## src/rtl/encounter_pkg.sv

```systemverilog
// Shared types and constants for the wild-encounter scheduler.
package encounter_pkg;

  typedef enum logic [2:0] {
    IDLE     = 3'd0,
    ROLL     = 3'd1,
    LOCK     = 3'd2,
    OFFER    = 3'd3,
    BATTLE   = 3'd4,
    COOLDOWN = 3'd5
  } enc_state_t;

  localparam logic [4:0] LFSR_SEED = 5'h1F;
  localparam int         SPECIES_W = 3;

endpackage

```

## src/rtl/encounter_lfsr.sv

```systemverilog
// Free-running 5-bit maximal-length LFSR used for the encounter chance roll.
module encounter_lfsr
  import encounter_pkg::*;
(
  input  logic       Clk,
  input  logic       Reset_n,
  output logic [4:0] lfsr
);

  logic [4:0] lfsr_r;

  // Shift every clock; the seed is non-zero so the all-zero lockup state is unreachable.
  always_ff @(posedge Clk or negedge Reset_n) begin
    if (!Reset_n) begin
      lfsr_r <= LFSR_SEED;
    end else begin
      lfsr_r <= {lfsr_r[3:0], lfsr_r[4] ^ lfsr_r[2]};
    end
  end

  assign lfsr = lfsr_r;

endmodule

```

## src/rtl/encounter_scheduler.sv

```systemverilog
// Wild-encounter controller: rolls on grass steps, freezes and latches the species,
// offers it to the battle FSM and enforces a post-battle step cooldown.
module encounter_scheduler
  import encounter_pkg::*;
#(
  parameter logic [5:0] ENC_THRESH     = 6'd6,
  parameter logic [7:0] COOLDOWN_STEPS = 8'd4,
  parameter int         NUM_SPECIES    = 5
) (
  input  logic                 Clk,
  input  logic                 Reset_n,
  input  logic                 enc_enable,
  input  logic                 step_pulse,
  input  logic                 in_grass,
  output logic                 rng_en,
  input  logic [SPECIES_W-1:0] poke_num,
  output logic                 enc_valid,
  output logic [SPECIES_W-1:0] poke_id,
  input  logic                 enc_ack,
  input  logic                 battle_done,
  output logic                 busy,
  output logic [7:0]           enc_count
);

  localparam logic [SPECIES_W:0] NUM_SPECIES_V = (SPECIES_W + 1)'(NUM_SPECIES);

  enc_state_t           state_r;
  enc_state_t           state_nxt_s;
  logic [4:0]           enc_lfsr_s;
  logic [7:0]           cool_cnt_r;
  logic [SPECIES_W-1:0] poke_id_r;
  logic [7:0]           enc_count_r;
  logic                 grass_step_s;
  logic                 hit_s;

  encounter_lfsr u_lfsr (
    .Clk     (Clk),
    .Reset_n (Reset_n),
    .lfsr    (enc_lfsr_s)
  );

  assign grass_step_s = step_pulse & in_grass;
  assign hit_s        = ({1'b0, enc_lfsr_s} < ENC_THRESH);

  // State register.
  always_ff @(posedge Clk or negedge Reset_n) begin
    if (!Reset_n) begin
      state_r <= IDLE;
    end else begin
      state_r <= state_nxt_s;
    end
  end

  // Next-state decode.
  always_comb begin
    state_nxt_s = state_r;
    case (state_r)
      IDLE:     if (grass_step_s && enc_enable) state_nxt_s = ROLL;
                else                            state_nxt_s = IDLE;
      ROLL:     if (enc_enable && hit_s)        state_nxt_s = LOCK;
                else                            state_nxt_s = IDLE;
      LOCK:                                     state_nxt_s = OFFER;
      OFFER:    if (enc_ack)                    state_nxt_s = BATTLE;
                else                            state_nxt_s = OFFER;
      BATTLE: begin
        if (battle_done) begin
          if (COOLDOWN_STEPS == 8'd0) state_nxt_s = IDLE;
          else                        state_nxt_s = COOLDOWN;
        end else begin
          state_nxt_s = BATTLE;
        end
      end
      // The step that brings the counter to zero returns to IDLE without rolling.
      COOLDOWN: if (grass_step_s && (cool_cnt_r <= 8'd1)) state_nxt_s = IDLE;
                else                                      state_nxt_s = COOLDOWN;
      default:                                  state_nxt_s = IDLE;
    endcase
  end

  // Output decode from the state register only.
  always_comb begin
    rng_en    = (state_r != LOCK);
    enc_valid = (state_r == OFFER);
    busy      = (state_r != IDLE);
  end

  // Cooldown step counter.
  always_ff @(posedge Clk or negedge Reset_n) begin
    if (!Reset_n) begin
      cool_cnt_r <= 8'd0;
    end else if ((state_r == BATTLE) && battle_done) begin
      cool_cnt_r <= COOLDOWN_STEPS;
    end else if ((state_r == COOLDOWN) && grass_step_s && (cool_cnt_r != 8'd0)) begin
      cool_cnt_r <= cool_cnt_r - 8'd1;
    end else begin
      cool_cnt_r <= cool_cnt_r;
    end
  end

  // Species latch and saturating encounter counter, both updated as LOCK exits.
  always_ff @(posedge Clk or negedge Reset_n) begin
    if (!Reset_n) begin
      poke_id_r   <= '0;
      enc_count_r <= 8'd0;
    end else if (state_r == LOCK) begin
      poke_id_r   <= ({1'b0, poke_num} < NUM_SPECIES_V) ? poke_num : '0;
      enc_count_r <= (enc_count_r == 8'hFF) ? enc_count_r : enc_count_r + 8'd1;
    end else begin
      poke_id_r   <= poke_id_r;
      enc_count_r <= enc_count_r;
    end
  end

  assign poke_id   = poke_id_r;
  assign enc_count = enc_count_r;

endmodule

```

## config.mk

```make
export PLATFORM = sky130hd
export DESIGN_NAME = encounter_scheduler
export DESIGN_NICKNAME = d
export VERILOG_FILES = /design/src/rtl/encounter_pkg.sv /design/src/rtl/encounter_lfsr.sv /design/src/rtl/encounter_scheduler.sv
export SDC_FILE = /design/constraint.sdc
export NUM_CORES = 1
export LEC_CHECK = 0
export CORE_UTILIZATION = 40
export CTS_CLUSTER_DIAMETER = 150
export DETAILED_ROUTE_END_ITERATION = 7
export PLACE_DENSITY_LB_ADDON = 0.15
export SLEW_MARGIN = 20
export SYNTH_ARGS = -nofsm -noshare
export SYNTH_HDL_FRONTEND = slang
export SYNTH_SLANG_ARGS = --single-unit
```

## constraint.sdc

```tcl
create_clock -name Clk -period 3.7 [get_ports Clk]
set_clock_uncertainty 0.2 [all_clocks]
set_input_delay 0.925 -clock Clk [delete_from_list [all_inputs] [get_ports Clk]]
set_output_delay 0.925 -clock Clk [all_outputs]
set_load 0.05 [all_outputs]
```

# Yosys cells after proc, flatten, opt, wreduce, memory -nomap -nowiden
# Index checks and enable logic that the tools add are counted.
# word_totals
ff_bits	27
in_bits	10
output_inout_bits	14
word_cells	40
# op_classes
addsub	2
magnitude_cmp	3
eq_ne	7
mux	9
n_bitwise	3
reduce_logical	11
# ops
operator	n
one-hot mux 3 bit (6 select lines)	1
two-way mux 8 bit	2
two-way mux 3 bit	3
adder 8 x 1 -> 8 bit, second input constant	1
== test 8 bit, second input constant	1
less-or-equal comparator 8 x 1 -> 1 bit, second input constant	1
nonzero test 8 bit	1
subtractor 8 x 1 -> 8 bit, second input constant	1
== test 3 x 2 -> 1 bit, second input constant	2
== test 3 bit, second input constant	2
logical AND 1 bit	6
less-than comparator 5 x 3 -> 1 bit, second input constant	1
== test 3 x 1 -> 1 bit, second input constant	1
logical NOT 3 bit	1
less-than comparator 3 bit, second input constant	1
inequality test 3 x 2 -> 1 bit, second input constant	1
nonzero test 3 bit	1
two-way mux 1 bit	2
two-way mux 2 bit	1
AND reduction 2 bit	1
nonzero test 2 bit	1
AND 1 bit	1
inverter 1 bit	1
XOR 1 bit	1

# Longest topological paths before layout
# Gate-level depths: netlist of the first run.
# depth
word_depth	5
mapped_depth	6
mapped_depth_nobuf	5

# Modules after synthesis
# A second synthesis of the first run with hierarchy kept.
# unflattened
hier_cells	127
area_unflattened_um2	1353.8
# modules_own_cells
mod	n_inst	cells_per_inst	area_per_inst_um2	seq_area_each_um2
encounter_scheduler	1	121	1213.7	550.5
encounter_lfsr	1	6	140.1	131.4

# Worst setup path before layout of the first run
# Ideal clock, no wire load.
# synth_timing
path_kind	reg-to-output
startpoint	register state_r[2]
endpoint	output enc_valid
arrival_time_ns	1.644
t_required_ns	2.575
setup_slack_ns	0.931
stages_incl_launch_ff	3
path_buffers	1
cell_sequence	dfrtp_1 buf_6 nor3b_1
# synth_between
elab_chain_cells	1
# synth_rtl
item	line_no	rtl
start: declaration	encounter_scheduler.sv:27	enc_state_t state_r;
start signal: assignment	encounter_scheduler.sv:50	state_r <= state_nxt_s;
== test 3 x 2 -> 1 bit	encounter_scheduler.sv:83	enc_valid = (state_r == OFFER);
end: declaration	encounter_scheduler.sv:17	output logic enc_valid,
# No other way between the ends.

# Worst setup path after layout of the first run
# layout_timing
startpoint	register state_r[2]
endpoint	output rng_en
# layout_between
elab_chain_cells	1
# layout_rtl
item	line_no	rtl
inequality test 3 x 2 -> 1 bit	encounter_scheduler.sv:82	rng_en = (state_r != LOCK);
end: declaration	encounter_scheduler.sv:15	output logic rng_en,
# No other way between the ends.

==> results of run 1 <==
==> power breakdown <==
part	total, mW	internal (mW)	switching, mW
Sequential	0.437	0.360	0.0769
Combinational	0.520	0.189	0.331
Clock	0.128	0.0413	0.0869
Total	1.09	0.591	0.495
==> registers in the layout, summed over array words and instances, names as in the netlist <==
name / count
state_r: 3
enc_count: 8
cool_cnt_r: 8
u_lfsr.lfsr: 5
poke_id: 3
==> cells by family after synthesis <==
family,after synthesis,synth area share (%)
buffers and inverters,10,4.12
adders and majority gates,3,2.88
muxes,4,3.16
AOI/OAI and AO/OA,20,13.3
DFF,27,52.3
xor gates and xnor gates,9,6.04
and+or+nand+nor,43,18.2
==> final cells by class <==
type | count | area (µm²)
multi-input combinational | 79 | 569
timing repair buffer | 24 | 238
sequential | 27 | 682
fill | 291 | 1480
inverter | 6 | 22.5
tap | 44 | 55.1
clock inverter | 1 | 7.51
clock buffer | 3 | 22.5
==> metal layers <==
metal	up-vias	track usage (%)	wire length, µm
li1	470	-	-
met1	450	21.2	1200
met2	19	25.5	1070
met3	2	2.18	86
met4	0	7.14	18
met5	-	0	0
==> placed cells by master, fill, tap and decap left out, types with 2 or more instances in the layout <==
| cell type | instances |
|---|---|
| clkdlybuf4s50_1 | 23 |
| dfrtp_1 | 22 |
| nand2_1 | 16 |
| nand3_1 | 7 |
| inv_1 | 6 |
| xnor2_1 | 5 |
| dfstp_2 | 5 |
| xor2_1 | 4 |
| nor2_1 | 3 |
| a21oi_1 | 3 |
| nand4_1 | 3 |
| o41ai_1 | 3 |
| mux2i_1 | 3 |
| ha_1 | 3 |
| clkbuf_4 | 3 |
| nor4_1 | 2 |
| o211ai_1 | 2 |
| o311ai_0 | 2 |
| nand4b_1 | 2 |
| o21ai_0 | 2 |
| and3_2 | 2 |
==> worst max-delay path: stages (launching register included) <==
cell and delay (ns):
dfrtp_1 0.49, or3b_1 0.58, clkdlybuf4s50_1 0.77
==> worst paths after layout <==
path	start	slack, ns	endpoint
worst max-delay path	state_r[2]$_DFF_PN0_	0.41	rng_en
worst min-delay path	u_lfsr.lfsr[0]$_DFF_PN1_	0.17	u_lfsr.lfsr[1]$_DFF_PN1_
worst max register to register	state_r[2]$_DFF_PN0_	1.73	enc_count[1]$_DFFE_PN0P_
worst min register to register	u_lfsr.lfsr[0]$_DFF_PN1_	0.17	u_lfsr.lfsr[1]$_DFF_PN1_
max in group asynchronous	Reset_n	2.26	u_lfsr.lfsr[2]$_DFF_PN1_
min in group asynchronous	Reset_n	0.74	poke_id[2]$_DFFE_PN0P_
==> metrics by stage <==
step	std cells	util, %	hold WS (ns)	setup WS [ns]
2_1_floorplan	116	-	0.145	0.931
3_3_place_gp	180	50.9	0.148	0.812
3_5_place_dp	180	50.9	0.153	0.787
4_1_cts	184	51.9	0.173	0.401
5_1_grt	184	51.9	0.177	0.315
6_report	184	51.9	0.172	0.409
==> results.ini, run 1 <==
[logic_synthesis]
synth_edf_count = 0
yosys-top-cells-count = dfrtp_1, nand2_1, nand3_1, inv_1
synth.top_cell.area_share_pct = 42.2
seq_area_frac_synth_pct = 52.3
synth_flop_cell = dfrtp_1
synth.largest_area_cell = dfrtp_1
syn_nets = 129
synth.area.top_cells = dfrtp_1, dfstp_2, nand2_1, xnor2_1, ha_1
ys_warn_count = 0
async_reset_ff_share_pct = 100
avgSynthCellArea_um2 = 11.3
synth_cells = 116
synth_area_um2 = 1310
yosysMostFrequentCell = dfrtp_1
ys_types = 39
synth_seq_cells = 27

[cells_and_area]
final_area_um2 = 1600
synthToLayoutAreaGrowth_pct = 22.3
drive_gt1_share_pct = 15.0
antenna-diode-count = 0
nets = 154

[critical_path]
required_ns = 2.57
arrival_ns = 2.17
critPathMaxFanout = 10
critPathKind = flip-flop to output pin
cp-start-kind = flip-flop
cp-end-kind = output pin
reg2regPathDepth = 3

[hold_path]
min_path_type = flip-flop to flip-flop
min_path_cells = 0

[sta]
rsz0062_at_grt = no
hold_violations = 0
setup_violations = 0
slew_headroom_pct = 52.4
slew_viol_final = 0
tns_ns = 0
fmax_ghz = 0.304
period_share_pct = 88.9
tightest_slew_ns = 0.707
fin_crit_ns = 3.29

[cts]
insertion_delay_ns = 0.32
root_buffer = clkbuf_4
cts_tree = yes
cts_setup_buffers = 0
clockBufferDepth = 2
ctsHoldBuffers = 0
cts.clk_slew.worst_paths_ns = 0.15
h-tree-depth = 1
cts_buffers = 3
post_cts_resized = 0
cts_sinks = 27

[route]
drtAntennaViolNets = 0
drc = 0
drt_first_iter_violations = 19
wl_um = 2380
routedWlPerCell_um = 12.9
drt-pass1-iter-count = 4
viasPerCell = 5.11
via_count = 941

[global_route]
grt_overflow = 0
grt_start_max_net_pins = 28
grt_pass1_vias = 930
grt_pass1_wl_um = 4090
grt.total_usage_pct = 15.8
antenna_found_initial = 0

[outcome]
status = finished, final reports clean

[placed_design]
place.detailed.hpwl_um = 1800
io_buffers = 23
dpl_cell_area_um2 = 1570
gp_congestion = 0.838

[die]
core_um2 = 3080
dieHeight_um = 59.1
dieArea_um2 = 3500
num_rows = 20
die_x_um = 59.1
ios = 24
start_util_pct = 42.4

[pwr]
power_density_nw_per_um2 = 680
total_power_mw = 1.09
p_leak_nw = 0.675
vdd_ir_drop_max_mv = 0.423

[flow_run]
max-cap-violations = 0

No activity file was read; power rests on OpenSTA's default activity.
==> inputs of run 2 (changes only) <==
Settings changed: SKIP_CTS_REPAIR_TIMING set to 1, SYNTH_HIERARCHICAL set to 1.
==> run 2 against run 1 <==
  * Clock power barely moved
  * Die area grew 3.6%
  * Sequential share of layout area fell by 1.7 points
  * Largest cell class unchanged
  * Final cell count up 6.5%
  * Highest routed layer unchanged
  * Global-route usage rose by 0.45 points
  * Sequential cell count unchanged
  * Sequential power up 13%
==> results.ini, run 2 <==
[outcome]
status = finished, final reports clean

[die]
core_um2 = 3130  ; +1.6%
ios = 24  ; unchanged
start_util_pct = 43.3  ; +0.88 points
die_x_um = 60.2  ; +1.8%
dieArea_um2 = 3620  ; +3.6%
dieHeight_um = 60.2  ; +1.8%
num_rows = 20  ; unchanged

[hold_path]
min_path_type = flip-flop to flip-flop
hold_start = u_lfsr/lfsr[3]$_DFF_PN1_
worstHoldEndpoint = u_lfsr/lfsr[4]$_DFF_PN1_
min_path_cells = 0  ; unchanged

[sta]
period_share_pct = 92.9  ; +4.0 points
hold_violations = 0  ; unchanged
tightest_slew_ns = 0.628  ; -0.0790 ns
rsz0062_at_grt = no
fmax_ghz = 0.291  ; -4.3%
slew_headroom_pct = 57.7  ; +5.3 points
setup_violations = 0  ; unchanged
slew_viol_final = 0  ; unchanged
tns_ns = 0  ; unchanged
fin_crit_ns = 3.44  ; +0.147 ns

[pwr]
p_comb_share_pct = 50.9  ; +3.0 points
p_int_mw = 0.683  ; +16%
vdd_ir_drop_max_mv = 0.493  ; +16%
power_density_nw_per_um2 = 760  ; +12%
p_switching_mw = 0.582  ; +18%
swShare_pct = 46.0  ; +0.45 points
pwr-share-clk_pct = 10.2  ; -1.6 points
p_seq_share_pct = 39.0  ; -1.3 points
p_leak_nw = 0.700  ; +3.8%

[logic_synthesis]
synth-compound-area-share_pct = 9.52  ; -3.8 points
synth.area.mux_share_pct = 3.88  ; +0.72 points
synth_seq_cells = 27  ; unchanged
synth_area_um2 = 1350  ; +3.7%
synth_xor_area_share_pct = 6.47  ; +0.43 points
synth.top_cell.area_share_pct = 40.7  ; -1.5 points
synth-simple-area-share_pct = 25.0  ; +6.7 points
avgSynthCellArea_um2 = 10.7  ; -5.2%
synth_top_family_by_area = simple AND/OR/NAND/NOR gates
synth_flop_cell = dfrtp_1
synth.largest_area_cell = dfrtp_1
synthAdderAreaFrac_pct = 2.77  ; -0.10 points
yosysMostFrequentCell = dfrtp_1
syn_nets = 140  ; +8.5%
seq_area_frac_synth_pct = 50.4  ; -1.9 points
synth_cells = 127  ; +9.5%
ys_types = 39  ; unchanged
synth.area.top_cells = dfrtp_1, dfstp_2, xor2_1, nand2_1, ha_1
ys_warn_count = 6  ; +6
yosys-top-cells-count = dfrtp_1, nand2_1, nor2_1, xor2_1, dfstp_2
synth_edf_count = 0  ; unchanged
async_reset_ff_share_pct = 100  ; unchanged

[placed_design]
placed_cells = 192  ; +6.7%
io_buffers = 23  ; unchanged
place.detailed.hpwl_um = 1930  ; +7.3%
dpl_cell_area_um2 = 1630  ; +4.3%
gp_congestion = 0.772  ; -7.8%

[route]
drt_first_iter_violations = 49  ; +30
routedWlPerCell_um = 13.0  ; +0.71%
drt-pass1-iter-count = 4  ; unchanged
wl_um = 2550  ; +7.3%
drc = 0  ; unchanged
viasPerCell = 5.17  ; +1.2%
drtAntennaViolNets = 0  ; unchanged
via_count = 1014  ; +7.8%

[cells_and_area]
nets = 166  ; +7.8%
final_common_cell = clkdlybuf4s50_1
fin_cells = 196  ; +6.5%
antenna-diode-count = 0  ; unchanged
synthToLayoutAreaGrowth_pct = 22.9
drive_gt1_share_pct = 9.21  ; -5.8 points
fill_cells = 292  ; +0.34%
final_cell_mix = clkdlybuf4s50_1, dfrtp_1, nand2_1
final_area_um2 = 1660  ; +4.2%

[cts]
h-tree-depth = 1  ; unchanged
root_buffer = clkbuf_4
cts_buffers = 3  ; unchanged
cts_sinks = 27  ; unchanged
cts_tree = yes
cts.clk_slew.worst_paths_ns = 0.16  ; about the same
clockBufferDepth = 2  ; unchanged
insertion_delay_ns = 0.33  ; about the same

[critical_path]
arrival_ns = 2.31  ; +0.14 ns
cp-start-kind = flip-flop
rr_startpoint = cool_cnt_r[0]$_DFFE_PN0P_
critPathKind = flip-flop to output pin
crit_chain = nor3b_1 -> inv_1 -> clkdlybuf4s50_1
ff2ff_setup_slack_ns = 1.39  ; -0.34 ns
reg2regPathDepth = 6  ; +3
cp-end-kind = output pin
critPathMaxFanout = 12  ; +2
required_ns = 2.57  ; about the same
r2r-end = cool_cnt_r[7]$_DFFE_PN0P_
slowest_delay_ns = 0.75  ; -0.02 ns
cp_slowest_cell = clkdlybuf4s50_1

[global_route]
grt.total_usage_pct = 16.3  ; +0.45 points
grt_start_max_net_pins = 28  ; unchanged
grt_pass1_wl_um = 4310  ; +5.4%
grt_pass1_vias = 928  ; -0.22%
antenna_found_initial = 0  ; unchanged
grt_overflow = 0  ; unchanged

[flow_run]
max-cap-violations = 0  ; unchanged

==> run 2: layout make-up <==
cell class / instances / area [µm²] / area share [%]
Clock inverter: 1 / 7.51 / 0.451
Clock buffer: 3 / 22.5 / 1.35
Tap cell: 44 / 55.1 / 3.31
Multi-Input combinational cell: 93 / 644 / 38.7
Sequential cell: 27 / 682 / 41.0
Timing Repair Buffer: 24 / 238 / 14.3
Inverter: 4 / 15.0 / 0.902
==> run 2: worst max path at each step <==
stage / from / to / slack, ns / cells past startpoint
4_1_cts: state_r[0]$_DFF_PN0_ / rng_en / 0.23 / 3
2_1_floorplan: step_pulse / cool_cnt_r[7]$_DFFE_PN0P_ / 1.30 / 4
3_5_place_dp: step_pulse / cool_cnt_r[7]$_DFFE_PN0P_ / 0.61 / 5
5_1_grt: state_r[0]$_DFF_PN0_ / rng_en / 0.06 / 3
6_report: state_r[0]$_DFF_PN0_ / rng_en / 0.26 / 3
3_3_place_gp: step_pulse / cool_cnt_r[7]$_DFFE_PN0P_ / 0.66 / 5
==> run 2: kinds of logic (layout without fill, tap and decap cells) <==
logic type / Yosys count / count (layout)
AND/OR/NAND/NOR: 56 / 56
flip-flops: 27 / 27
AO/OA/AOI/OAI: 19 / 19
XOR/XNOR: 10 / 10
buffers and inverters: 7 / 32
multiplexers: 5 / 5
adder cells (fa/ha/maj): 3 / 3
==> run 2: per-layer routing <==
layer / track usage [%] / vias to the layer above / wire length, µm
met3: 4.98 / 2 / 151
met2: 22.9 / 30 / 1060
met1: 24.0 / 472 / 1320
met5: 0 / - / 0
li1: - / 510 / -
met4: 3.99 / 0 / 20
==> run 2: stage by stage <==
step	total power [mW]	utilization, %	setup slack, ns	hold slack (ns)
floorplan	0.947	-	1.30	0.145
global placement	1.12	52.2	0.656	0.146
detailed placement	1.14	52.2	0.610	0.147
CTS	1.27	53.2	0.231	0.144
global route	1.36	53.2	0.0602	0.161
finish	1.27	53.2	0.263	0.146
==> run 2: power groups by stage <==
stage / clock network [mW] / registers, mW / logic [mW]
3_5_place_dp: 0 / 0.496 / 0.645
3_3_place_gp: 0 / 0.491 / 0.633
6_report: 0.128 / 0.493 / 0.644
4_1_cts: 0.133 / 0.491 / 0.649
5_1_grt: 0.147 / 0.509 / 0.702
2_1_floorplan: 0 / 0.593 / 0.353
==> run 2: critical path, delay by kind of cell (launching register included) <==
kind / cells / cell delay, ns
simple gates: 1 / 0.52
flops: 1 / 0.51
buf+inv: 2 / 0.97
